File: src/rtl/uart_pkg.sv
// uart_pkg: constants, state encodings and width helper for the RAM-to-UART dump path (UART_PARITY_EN adds the parity state)
package uart_pkg;

  localparam int CLKS_PER_BIT_DEF = 434;
  localparam int BAUD_W = $clog2(CLKS_PER_BIT_DEF);

  localparam logic TX_IDLE = 1'b1;
  localparam logic START_BIT = 1'b0;

  typedef enum logic [2:0] {IDLE, RD_WAIT, LOAD, SEND, NEXT} seq_state_e;

`ifdef UART_PARITY_EN
  typedef enum logic [2:0] {C_IDLE, C_START, C_DATA, C_PARITY, C_STOP} tx_state_e;
`else
  typedef enum logic [1:0] {C_IDLE, C_START, C_DATA, C_STOP} tx_state_e;
`endif

  function automatic int cnt_w(input int n);
    return (n > 1) ? $clog2(n) : 1;
  endfunction

endpackage

File: src/rtl/uart_tx_core.sv
// uart_tx_core: byte serialiser, 8N1 LSB first; with UART_PARITY_EN an even-parity bit precedes the stop bit
module uart_tx_core
  import uart_pkg::*;
#(
  parameter int DATA_W = 8,
  parameter int CLKS_PER_BIT = CLKS_PER_BIT_DEF
) (
  input  logic              clka,
  input  logic              rsta,
  input  logic [DATA_W-1:0] byte_i,
  input  logic              valid_i,
  output logic              ready_o,
  output logic              last_o,
  output logic              tx_o
);

  localparam int BW = cnt_w(CLKS_PER_BIT);
  localparam int IW = cnt_w(DATA_W);
  localparam logic [BW-1:0] BAUD_MAX = BW'(CLKS_PER_BIT - 1);
  localparam logic [IW-1:0] BIT_MAX = IW'(DATA_W - 1);

  tx_state_e state_q, state_d;
  logic [BW-1:0] baud_q, baud_d;
  logic [IW-1:0] bit_q, bit_d;
  logic [DATA_W-1:0] shift_q, shift_d;
  logic par_q, par_d;
  logic tx_q, tx_d;
  logic bit_end;

  assign bit_end = baud_q == BAUD_MAX;
  assign ready_o = state_q == C_IDLE;
  assign last_o = (state_q == C_STOP) && bit_end;
  assign tx_o = tx_q;

  // frame registers; tx is registered so the line is glitch-free and returns high on reset
  always_ff @(posedge clka or negedge rsta) begin
    if (!rsta) begin
      state_q <= C_IDLE;
      baud_q <= '0;
      bit_q <= '0;
      shift_q <= '0;
      par_q <= 1'b0;
      tx_q <= TX_IDLE;
    end else begin
      state_q <= state_d;
      baud_q <= baud_d;
      bit_q <= bit_d;
      shift_q <= shift_d;
      par_q <= par_d;
      tx_q <= tx_d;
    end
  end

  // next frame state; the baud counter restarts at every bit boundary so each bit is exactly CLKS_PER_BIT wide
  always_comb begin
    state_d = state_q;
    baud_d = bit_end ? '0 : baud_q + 1'b1;
    bit_d = bit_q;
    shift_d = shift_q;
    par_d = par_q;
    tx_d = tx_q;
    case (state_q)
      C_IDLE: begin
        baud_d = '0;
        if (valid_i) begin
          state_d = C_START;
          shift_d = byte_i;
          par_d = ^byte_i;
          tx_d = START_BIT;
        end
      end
      C_START: if (bit_end) begin
        state_d = C_DATA;
        bit_d = '0;
        tx_d = shift_q[0];
      end
      C_DATA: if (bit_end) begin
        shift_d = shift_q >> 1;
        bit_d = bit_q + 1'b1;
        if (bit_q == BIT_MAX) begin
`ifdef UART_PARITY_EN
          state_d = C_PARITY;
          tx_d = par_q;
`else
          state_d = C_STOP;
          tx_d = TX_IDLE;
`endif
        end else begin
          tx_d = shift_q[1];
        end
      end
`ifdef UART_PARITY_EN
      C_PARITY: if (bit_end) begin
        state_d = C_STOP;
        tx_d = TX_IDLE;
      end
`endif
      C_STOP: if (bit_end) state_d = C_IDLE;
      default: state_d = C_IDLE;
    endcase
  end

endmodule

File: src/rtl/ram_uart_tx.sv
// ram_uart_tx: dumps data_ram[start_addr..end_addr] (wrapping through 0) onto a UART TX line; UART_PARITY_EN adds even parity
module ram_uart_tx
  import uart_pkg::*;
#(
  parameter int ADDR_W = 16,
  parameter int DATA_W = 8,
  parameter int CLKS_PER_BIT = CLKS_PER_BIT_DEF,
  parameter int RD_LAT = 1
) (
  input  logic              clka,
  input  logic              rsta,
  input  logic              start,
  input  logic [ADDR_W-1:0] start_addr,
  input  logic [ADDR_W-1:0] end_addr,
  output logic [ADDR_W-1:0] ram_addra,
  output logic              ram_wea,
  input  logic [DATA_W-1:0] ram_douta,
  output logic              tx,
  output logic              busy,
  output logic              done
);

  localparam int LW = cnt_w(RD_LAT);
  localparam logic [LW-1:0] LAT_MAX = LW'(RD_LAT - 1);
  localparam logic [ADDR_W:0] ONE = (ADDR_W + 1)'(1);

  seq_state_e state_q, state_d;
  logic [ADDR_W-1:0] addr_q, addr_d;
  logic [ADDR_W:0] cnt_q, cnt_d;
  logic [LW-1:0] lat_q, lat_d;
  logic busy_q, busy_d;
  logic done_q, done_d;
  logic core_valid, core_ready, core_last;

  assign ram_addra = addr_q;
  assign ram_wea = 1'b0;
  assign busy = busy_q;
  assign done = done_q;

  uart_tx_core #(
    .DATA_W(DATA_W),
    .CLKS_PER_BIT(CLKS_PER_BIT)
  ) u_core (
    .clka(clka),
    .rsta(rsta),
    .byte_i(ram_douta),
    .valid_i(core_valid),
    .ready_o(core_ready),
    .last_o(core_last),
    .tx_o(tx)
  );

  // sequencer registers; an asynchronous reset aborts any transfer without a done pulse
  always_ff @(posedge clka or negedge rsta) begin
    if (!rsta) begin
      state_q <= IDLE;
      addr_q <= '0;
      cnt_q <= '0;
      lat_q <= '0;
      busy_q <= 1'b0;
      done_q <= 1'b0;
    end else begin
      state_q <= state_d;
      addr_q <= addr_d;
      cnt_q <= cnt_d;
      lat_q <= lat_d;
      busy_q <= busy_d;
      done_q <= done_d;
    end
  end

  // RAM sequencing: wait out the read latency, hand the byte to the serialiser, advance until the count runs out
  always_comb begin
    state_d = state_q;
    addr_d = addr_q;
    cnt_d = cnt_q;
    lat_d = lat_q;
    busy_d = busy_q;
    done_d = 1'b0;
    core_valid = 1'b0;
    case (state_q)
      IDLE: if (start) begin
        state_d = RD_WAIT;
        addr_d = start_addr;
        cnt_d = {1'b0, end_addr - start_addr} + ONE;
        lat_d = '0;
        busy_d = 1'b1;
      end
      RD_WAIT: begin
        lat_d = lat_q + 1'b1;
        if (lat_q == LAT_MAX) begin
          state_d = LOAD;
          lat_d = '0;
        end
      end
      LOAD: begin
        core_valid = 1'b1;
        if (core_ready) state_d = SEND;
      end
      SEND: if (core_last) state_d = NEXT;
      NEXT: begin
        cnt_d = cnt_q - ONE;
        if (cnt_q == ONE) begin
          state_d = IDLE;
          busy_d = 1'b0;
          done_d = 1'b1;
        end else begin
          addr_d = addr_q + 1'b1;
          state_d = RD_WAIT;
        end
      end
      default: state_d = IDLE;
    endcase
  end

endmodule
File: config.mk
export PLATFORM = sky130hd
export DESIGN_NAME = ram_uart_tx
export DESIGN_NICKNAME = d
export VERILOG_FILES = /design/src/rtl/uart_pkg.sv /design/src/rtl/uart_tx_core.sv /design/src/rtl/ram_uart_tx.sv
export SDC_FILE = /design/constraint.sdc
export NUM_CORES = 1
export LEC_CHECK = 0
export ABC_AREA = 1
export BUFFER_PORTS_ARGS = -buffer_cell sky130_fd_sc_hd__buf_2
export CORE_MARGIN = 2
export CORE_UTILIZATION = 50
export CTS_CLUSTER_DIAMETER = 150
export DETAILED_ROUTE_END_ITERATION = 10
export PLACE_DENSITY = 0.78
export SLEW_MARGIN = 15
export SYNTH_ARGS = -nofsm -noshare
export SYNTH_HDL_FRONTEND = slang
export SYNTH_SLANG_ARGS = --single-unit
File: constraint.sdc
create_clock -name clka -period 1.9 [get_ports clka]
set_input_delay 0.095 -clock clka [delete_from_list [all_inputs] [get_ports clka]]
set_output_delay 0.095 -clock clka [all_outputs]
set_load 0.02 [all_outputs]
==> results of run 1 <==
-- layout make-up --
cell class / count / area [um2]
clock buffer: 11 / 141
clock inverter: 5 / 36.3
fill: 839 / 3430
inverter: 116 / 449
multi-input combinational: 564 / 3150
sequential: 61 / 1530
tap: 133 / 166
timing repair buffer: 128 / 862
timing repair inverter: 1 / 7.51
-- synth_stat cells (5+ instances only) --
library cell / instances / area (um2)
a21oi_1: 36 / 180
a22oi_1: 7 / 52.6
a31oi_1: 13 / 81.3
clkbuf_1: 8 / 30.0
dfrtp_1: 60 / 1500
ha_1: 27 / 338
inv_1: 106 / 398
inv_2: 10 / 37.5
nand2_1: 205 / 769
nand2_2: 14 / 87.6
nand3_1: 51 / 255
nand4_1: 12 / 75.1
nor2_1: 80 / 300
nor2_2: 5 / 31.3
nor2_4: 7 / 78.8
nor3_1: 9 / 45.0
o21ai_0: 39 / 195
xnor2_1: 6 / 52.6
xor2_1: 11 / 96.3
-- cells by family after synthesis --
group | count (synthesis)
buffers and inverters | 132
flip-flops | 61
adder cells (fa/ha/maj) | 28
XOR/XNOR | 17
AND/OR/NAND/NOR | 401
other | 1
AO/OA/AOI/OAI | 117
-- per-stage QoR --
step | TNS (ps) | setup WS (ps)
after floorplan | 0 | 1.62
after CTS | 0 | 2.71
after global placement | -1700 | -203
final | -175 | -45.7
after detailed placement | -2610 | -277
after global routing | -1410 | -132
-- metal layers --
metal | share of wire [%] | track usage, % | routed length [um] | vias to the layer above
li1 | - | - | - | 2679
met1 | 44 | 31.1 | 5910 | 2462
met2 | 50 | 40.9 | 6670 | 168
met3 | 4.3 | 3.93 | 577 | 18
met4 | 1.2 | 6.95 | 157 | 0
met5 | 0 | 0 | 0 | -
-- registers in the layout (all words and copies together), names as in the netlist --
name and cells:
u_core.shift_q 8, busy 1, done 1, ram_addra 16, u_core.baud_q 9, u_core.tx_o 1
u_core.state_q 2, cnt_q 17, state_q 3, u_core.bit_q 3
-- critical path: stages (launching register included) --
cell and delay (ps):
dfrtp_1 430, nor2_2 160, nand4_1 200, nor3_2 200, nand4_1 210, nand2_4 200, clkinvlp_4 210, o211ai_1 150
o21ai_1 80
-- report_power, final --
part	total [mW]	switching (mW)	leakage [nW]	internal [mW]
combinational	3.89	2.35	2.47	1.54
clock	1.04	0.535	0.0815	0.508
sequential	2.35	0.512	0.728	1.84
-- cells in the final DEF, fill, tap and decap left out, types with 4 or more instances in the layout --
master | Yosys | routed
o21ai_1 | 4 | 11
nand2_2 | 14 | 15
dlygate4sd3_1 | 0 | 5
nor2_1 | 80 | 68
xor2_1 | 11 | 11
nand4_1 | 12 | 12
a21oi_2 | 4 | 4
nand2_4 | 3 | 4
clkinvlp_4 | 0 | 5
inv_2 | 10 | 12
clkbuf_8 | 1 | 10
a31oi_1 | 13 | 12
nand2_1 | 205 | 203
xnor2_1 | 6 | 5
buf_2 | 3 | 59
nor2_2 | 5 | 13
ha_1 | 27 | 23
buf_4 | 3 | 60
nor2_4 | 7 | 11
o211ai_1 | 4 | 4
nand3_2 | 3 | 6
inv_1 | 106 | 101
a21oi_1 | 36 | 36
o21ai_0 | 39 | 31
a22oi_1 | 7 | 7
nand3_1 | 51 | 48
nor3_1 | 9 | 8
dfrtp_1 | 60 | 58
-- worst paths after layout --
kind | from | cells past startpoint | to | slack [ps]
min in group asynchronous | rsta | 3 | cnt_q[6]$_DFFE_PN0P_ | 280
setup reg to reg | cnt_q[13]$_DFFE_PN0P_ | 8 | ram_addra[1]$_DFFE_PN0P_ | -50
max in group asynchronous | rsta | 3 | u_core.tx_o$_DFFE_PN1P_ | 1300
hold / removal | ram_douta[4] | 3 | u_core.shift_q[4]$_DFFE_PN0P_ | 20
setup / recovery | cnt_q[13]$_DFFE_PN0P_ | 8 | ram_addra[1]$_DFFE_PN0P_ | -50
hold reg to reg | busy$_DFFE_PN0P_ | 2 | busy$_DFFE_PN0P_ | 470
-- what timing repair did --
item	in CTS	in global routing
endpoints found under the setup margin	2	27
pin swaps	0	28
cloned	0	1
setup buffers	0	11
hold buffers	5	0
gates resized for setup	1	50
endpoints found under the hold margin	64	0
==> flow_summary.yaml, run 1 <==
status:
  status: "finished, violations left"
  violations: "setup timing"
pwr:
  ir_worst_vdd_mv: 0.719
  p_leak_nw: 3.28
  power_mw: 7.29
  power.density_nw_per_um2: 1150
hold_path:
  hold_path.class: "input pin to flop"
cts:
  clkTransAtPathRegs_ps: 70
  cts_buffer_depth: 2
  clk_latency_ps: 350
  clock_sinks: 61
  clock-root-buffer: "clkbuf_8"
  cts_tree: "built"
  htreeDepth: 3
  numCtsBuffers: 9
drt:
  wl_per_cell_um: 13.1
  drcViolationCount: 0
  routed-via-count: 5327
  totalWireLength_mm: 13.3
  viasPerCell: 5.23
  ant_nets: 0
  firstDrtPassIters: 5
  drtIter0Drc: 257
timing:
  fin_crit_ps: 1950
  hold_violations: 0
  max_freq_ghz: 0.514
  drv_slew: 0
  final.period_utilization_pct: 102
  skew_ps: 13.3
  holdWs_ps: 21.4
  finalSetupViolCount: 6
  layout_setup_ws_ps: -45.7
  rsz0062_at_grt: "yes"
place:
  post_dp_cell_area_um2: 5870
  dp.cells: 986
  io_buffer_count: 61
  place.gp.congestion: 0.891
  dp_hpwl_mm: 9.56
yosys:
  yosysSeqAreaShare_pct: 30.2
  synth_xor_area_share_pct: 2.94
  synth-edff-count: 0
  ys_warn_count: 0
  netlist-cell-type-count: 47
  async_flop_share_pct: 100
  yosys.area_share.simple_pct: 35.8
  ys_ff_latch: 61
  mappedNetlistArea_um2: 5060
  synthAdderAreaFrac_pct: 7.08
  synth_nets: 828
  muxShareOfSynthArea_pct: 0
  synthCells: 757
  avgSynthCellArea_um2: 6.68
  synth_top_family_by_area: "simple AND/OR/NAND/NOR gates"
  synthFlopType: "dfrtp_1"
  synth_compound_area_share_pct: 13.5
flow_run:
  cap_violations: 0
critical_path:
  end_kind: "flop"
  crit_type: "flop to flop"
  crit_path_max_fanout: 8
  cp.required_ps: 2120
  cp-start-kind: "flop"
  arrival_ps: 2170
finish:
  nets: 952
  fin_util_pct: 64.9
  finalNonFillerCells: 1019
  post_route_cells_drive_above_1_share_pct: 25.6
  syn_to_final_growth_pct: 25.4
  final_area_um2: 6340
  n_antenna_cell: 0
global_routing:
  antenna_found_initial: 0
  grt_pass1_wl_mm: 21.7
  globalRouteOverflowTotal: 0
  track_usage_pct: 23.9
  grt_max_degree: 62
  grt_pass1_vias: 4935
floorplan:
  rows: 36
  die_area_um2: 10900
  ios: 63
  core_um2: 9770
  start_util_pct: 51.7
  fp.dieH_um: 105
  die_width_um: 105
No activity file was read; power rests on OpenSTA's default activity.
==> run 2, diff against run 1 <==
==> constraint.sdc (replaced) <==
create_clock -name clka -period 1.9 [get_ports clka]
set_input_delay 0.285 -clock clka [delete_from_list [all_inputs] [get_ports clka]]
set_output_delay 0.285 -clock clka [all_outputs]
set_load 0.02 [all_outputs]
==> run 2 against run 1 <==
Effect of this change: the flow still finishes with violations (setup timing); first-iteration DRC count grew 3.5%; via count grew 3.1%; setup slack lost 58 ps; fmax shrank 2.9%; combinational power grew 2%; power grew 3.1%; critical path depth grew 10; die area is the same; register-to-register slack gained 50 ps; sequential share of layout area shrank 0.75 points; cell count grew 1.7%; critical endpoint is now cnt_q[7]$_DFFE_PN0P_; highest routed layer unchanged; critical path type is now input pin to flop; global-route usage grew 1.4 points.
==> flow_summary.yaml, run 2 (same netlist as run 1, synthesis figures left out) <==
drt:
  totalWireLength_mm: 14.2
  routed-via-count: 5491
  drcViolationCount: 0
  drtIter0Drc: 266
  wl_per_cell_um: 13.7
  firstDrtPassIters: 7
  ant_nets: 0
  viasPerCell: 5.30
finish:
  largest_reg_flops: 17
  n_antenna_cell: 0
  final_area_um2: 6550
  syn_to_final_growth_pct: 29.4
  layout_common_cells: "198 x nand2_1, 101 x inv_1, 81 x buf_4, 66 x nor2_1, 59 x buf_2"
  layout_commonest_cell: "nand2_1"
  nets: 969
  largest-register: "cnt_q"
  post_route_cells_drive_above_1_share_pct: 28.8
timing:
  final.period_utilization_pct: 105
  drv_slew: 0
  hold_violations: 0
  rsz0062_at_grt: "yes"
  layout_setup_ws_ps: -104
  fin_crit_ps: 2000
  finalSetupViolCount: 11
  skew_ps: 11.6
  max_freq_ghz: 0.499
critical_path:
  cp.required_ps: 2170
  crit_type: "input pin to flop"
  cp-start-kind: "input pin"
  arrival_ps: 2280
  crit_path_max_fanout: 4
  ff2ff_setup_slack_ps: 0
  end_kind: "flop"
floorplan:
  fp.dieH_um: 105
  start_util_pct: 51.7
  die_width_um: 105
  core_um2: 9770
  die_area_um2: 10900
  rows: 36
  ios: 63
cts:
  cts_tree: "built"
  clk_latency_ps: 350
  htreeDepth: 3
  cts_buffer_depth: 2
  numCtsBuffers: 9
  clock-root-buffer: "clkbuf_8"
  clock_sinks: 61
  clkTransAtPathRegs_ps: 80
place:
  post_dp_cell_area_um2: 5970
  io_buffer_count: 61
  dp_hpwl_mm: 10.1
  place.gp.congestion: 0.916
status:
  violations: "setup timing"
  status: "finished, violations left"
global_routing:
  grt.met3_usage_pct: 3.99
  grt-busiest-layer: "met2"
  grt_pass1_wl_mm: 22.9
  grt_use_met2_pct: 43.9
  antenna_found_initial: 0
  grt_pass1_vias: 5249
  track_usage_pct: 25.3
  globalRouteOverflowTotal: 0
  met1_usage_pct: 31.7
  grt_max_degree: 47
pwr:
  ir_worst_vdd_mv: 0.728
  power.density_nw_per_um2: 1150
  p_leak_nw: 3.39
  power_mw: 7.51
hold_path:
  hold_path.class: "input pin to flop"
flow_run:
  cap_violations: 0
[run 2: cell count changes in the layout (fill, tap and decap cells not counted), sizes merged]
cell,delta
clkinvlp,-2
bufinv,+1
buf,+21
dlygate4sd3,-4
clkinv,+1
[run 2: per-layer routing]
layer | up-vias | part of all wire [%]
met1 | 2518 | 42
met3 | 38 | 6.1
met2 | 210 | 50
met4 | 0 | 2.5
met5 | - | 0
li1 | 2725 | -
[run 2: area by class of cell]
type | count | area, um2
tap | 133 | 166
multi-input combinational | 564 | 3200
fill | 821 | 3230
timing repair buffer | 145 | 988
inverter | 116 | 457
clock inverter | 5 | 60.1
sequential | 61 | 1530
timing repair inverter | 1 | 7.51
clock buffer | 11 | 141
[run 2: timing repair]
action	in CTS	in global routing
gates resized for setup	14	59
endpoints found under the setup margin	16	32
hold endpoints to repair	15	0
hold buffers	1	0
buffers inserted	12	7
pin swaps	16	30
gates cloned	1	0
[run 2: report_power, final]
part | internal, mW | switching (mW)
Combinational | 1.56 | 2.39
Sequential | 1.84 | 0.504
Clock | 0.644 | 0.570
Total | 4.05 | 3.46
[run 2: path summary, 6_finish.rpt]
path	from	end	depth (start not counted)
hold reg to reg	busy$_DFFE_PN0P_	busy$_DFFE_PN0P_	2
max in group asynchronous	rsta	u_core.tx_o$_DFFE_PN1P_	3
setup reg to reg	state_q[0]$_DFFE_PN0P_	cnt_q[12]$_DFFE_PN0P_	9
hold / removal	ram_douta[7]	u_core.shift_q[7]$_DFFE_PN0P_	3
setup / recovery	end_addr[0]	cnt_q[7]$_DFFE_PN0P_	18
min in group asynchronous	rsta	cnt_q[8]$_DFFE_PN0P_	2
[run 2: worst max-delay path: stages]
cell	delay, ps
buf_12	110
inv_12	40
ha_4	120
inv_4	30
fa_2	380
nand2_2	90
nand2_2	90
nand2_1	90
nand2_1	70
nand2_2	70
inv_1	70
nor2_4	110
nand3_2	110
buf_4	160
buf_4	130
o21ai_2	140
a21oi_2	60
o22ai_1	110
[run 2: through the flow]
stage | util [%] | worst slack, ps | hold slack [ps] | instances | TNS [ps]
4_1_cts | 64.8 | -48.9 | 154 | 1029 | -206
3_3_place_gp | 61.1 | -412 | 237 | 999 | -4360
6_report | 67.0 | -104 | 164 | 1036 | -665
2_1_floorplan | - | -187 | -10.6 | 757 | -1060
5_1_grt | 67.0 | -199 | 201 | 1036 | -2590
3_5_place_dp | 61.1 | -502 | 233 | 999 | -5390
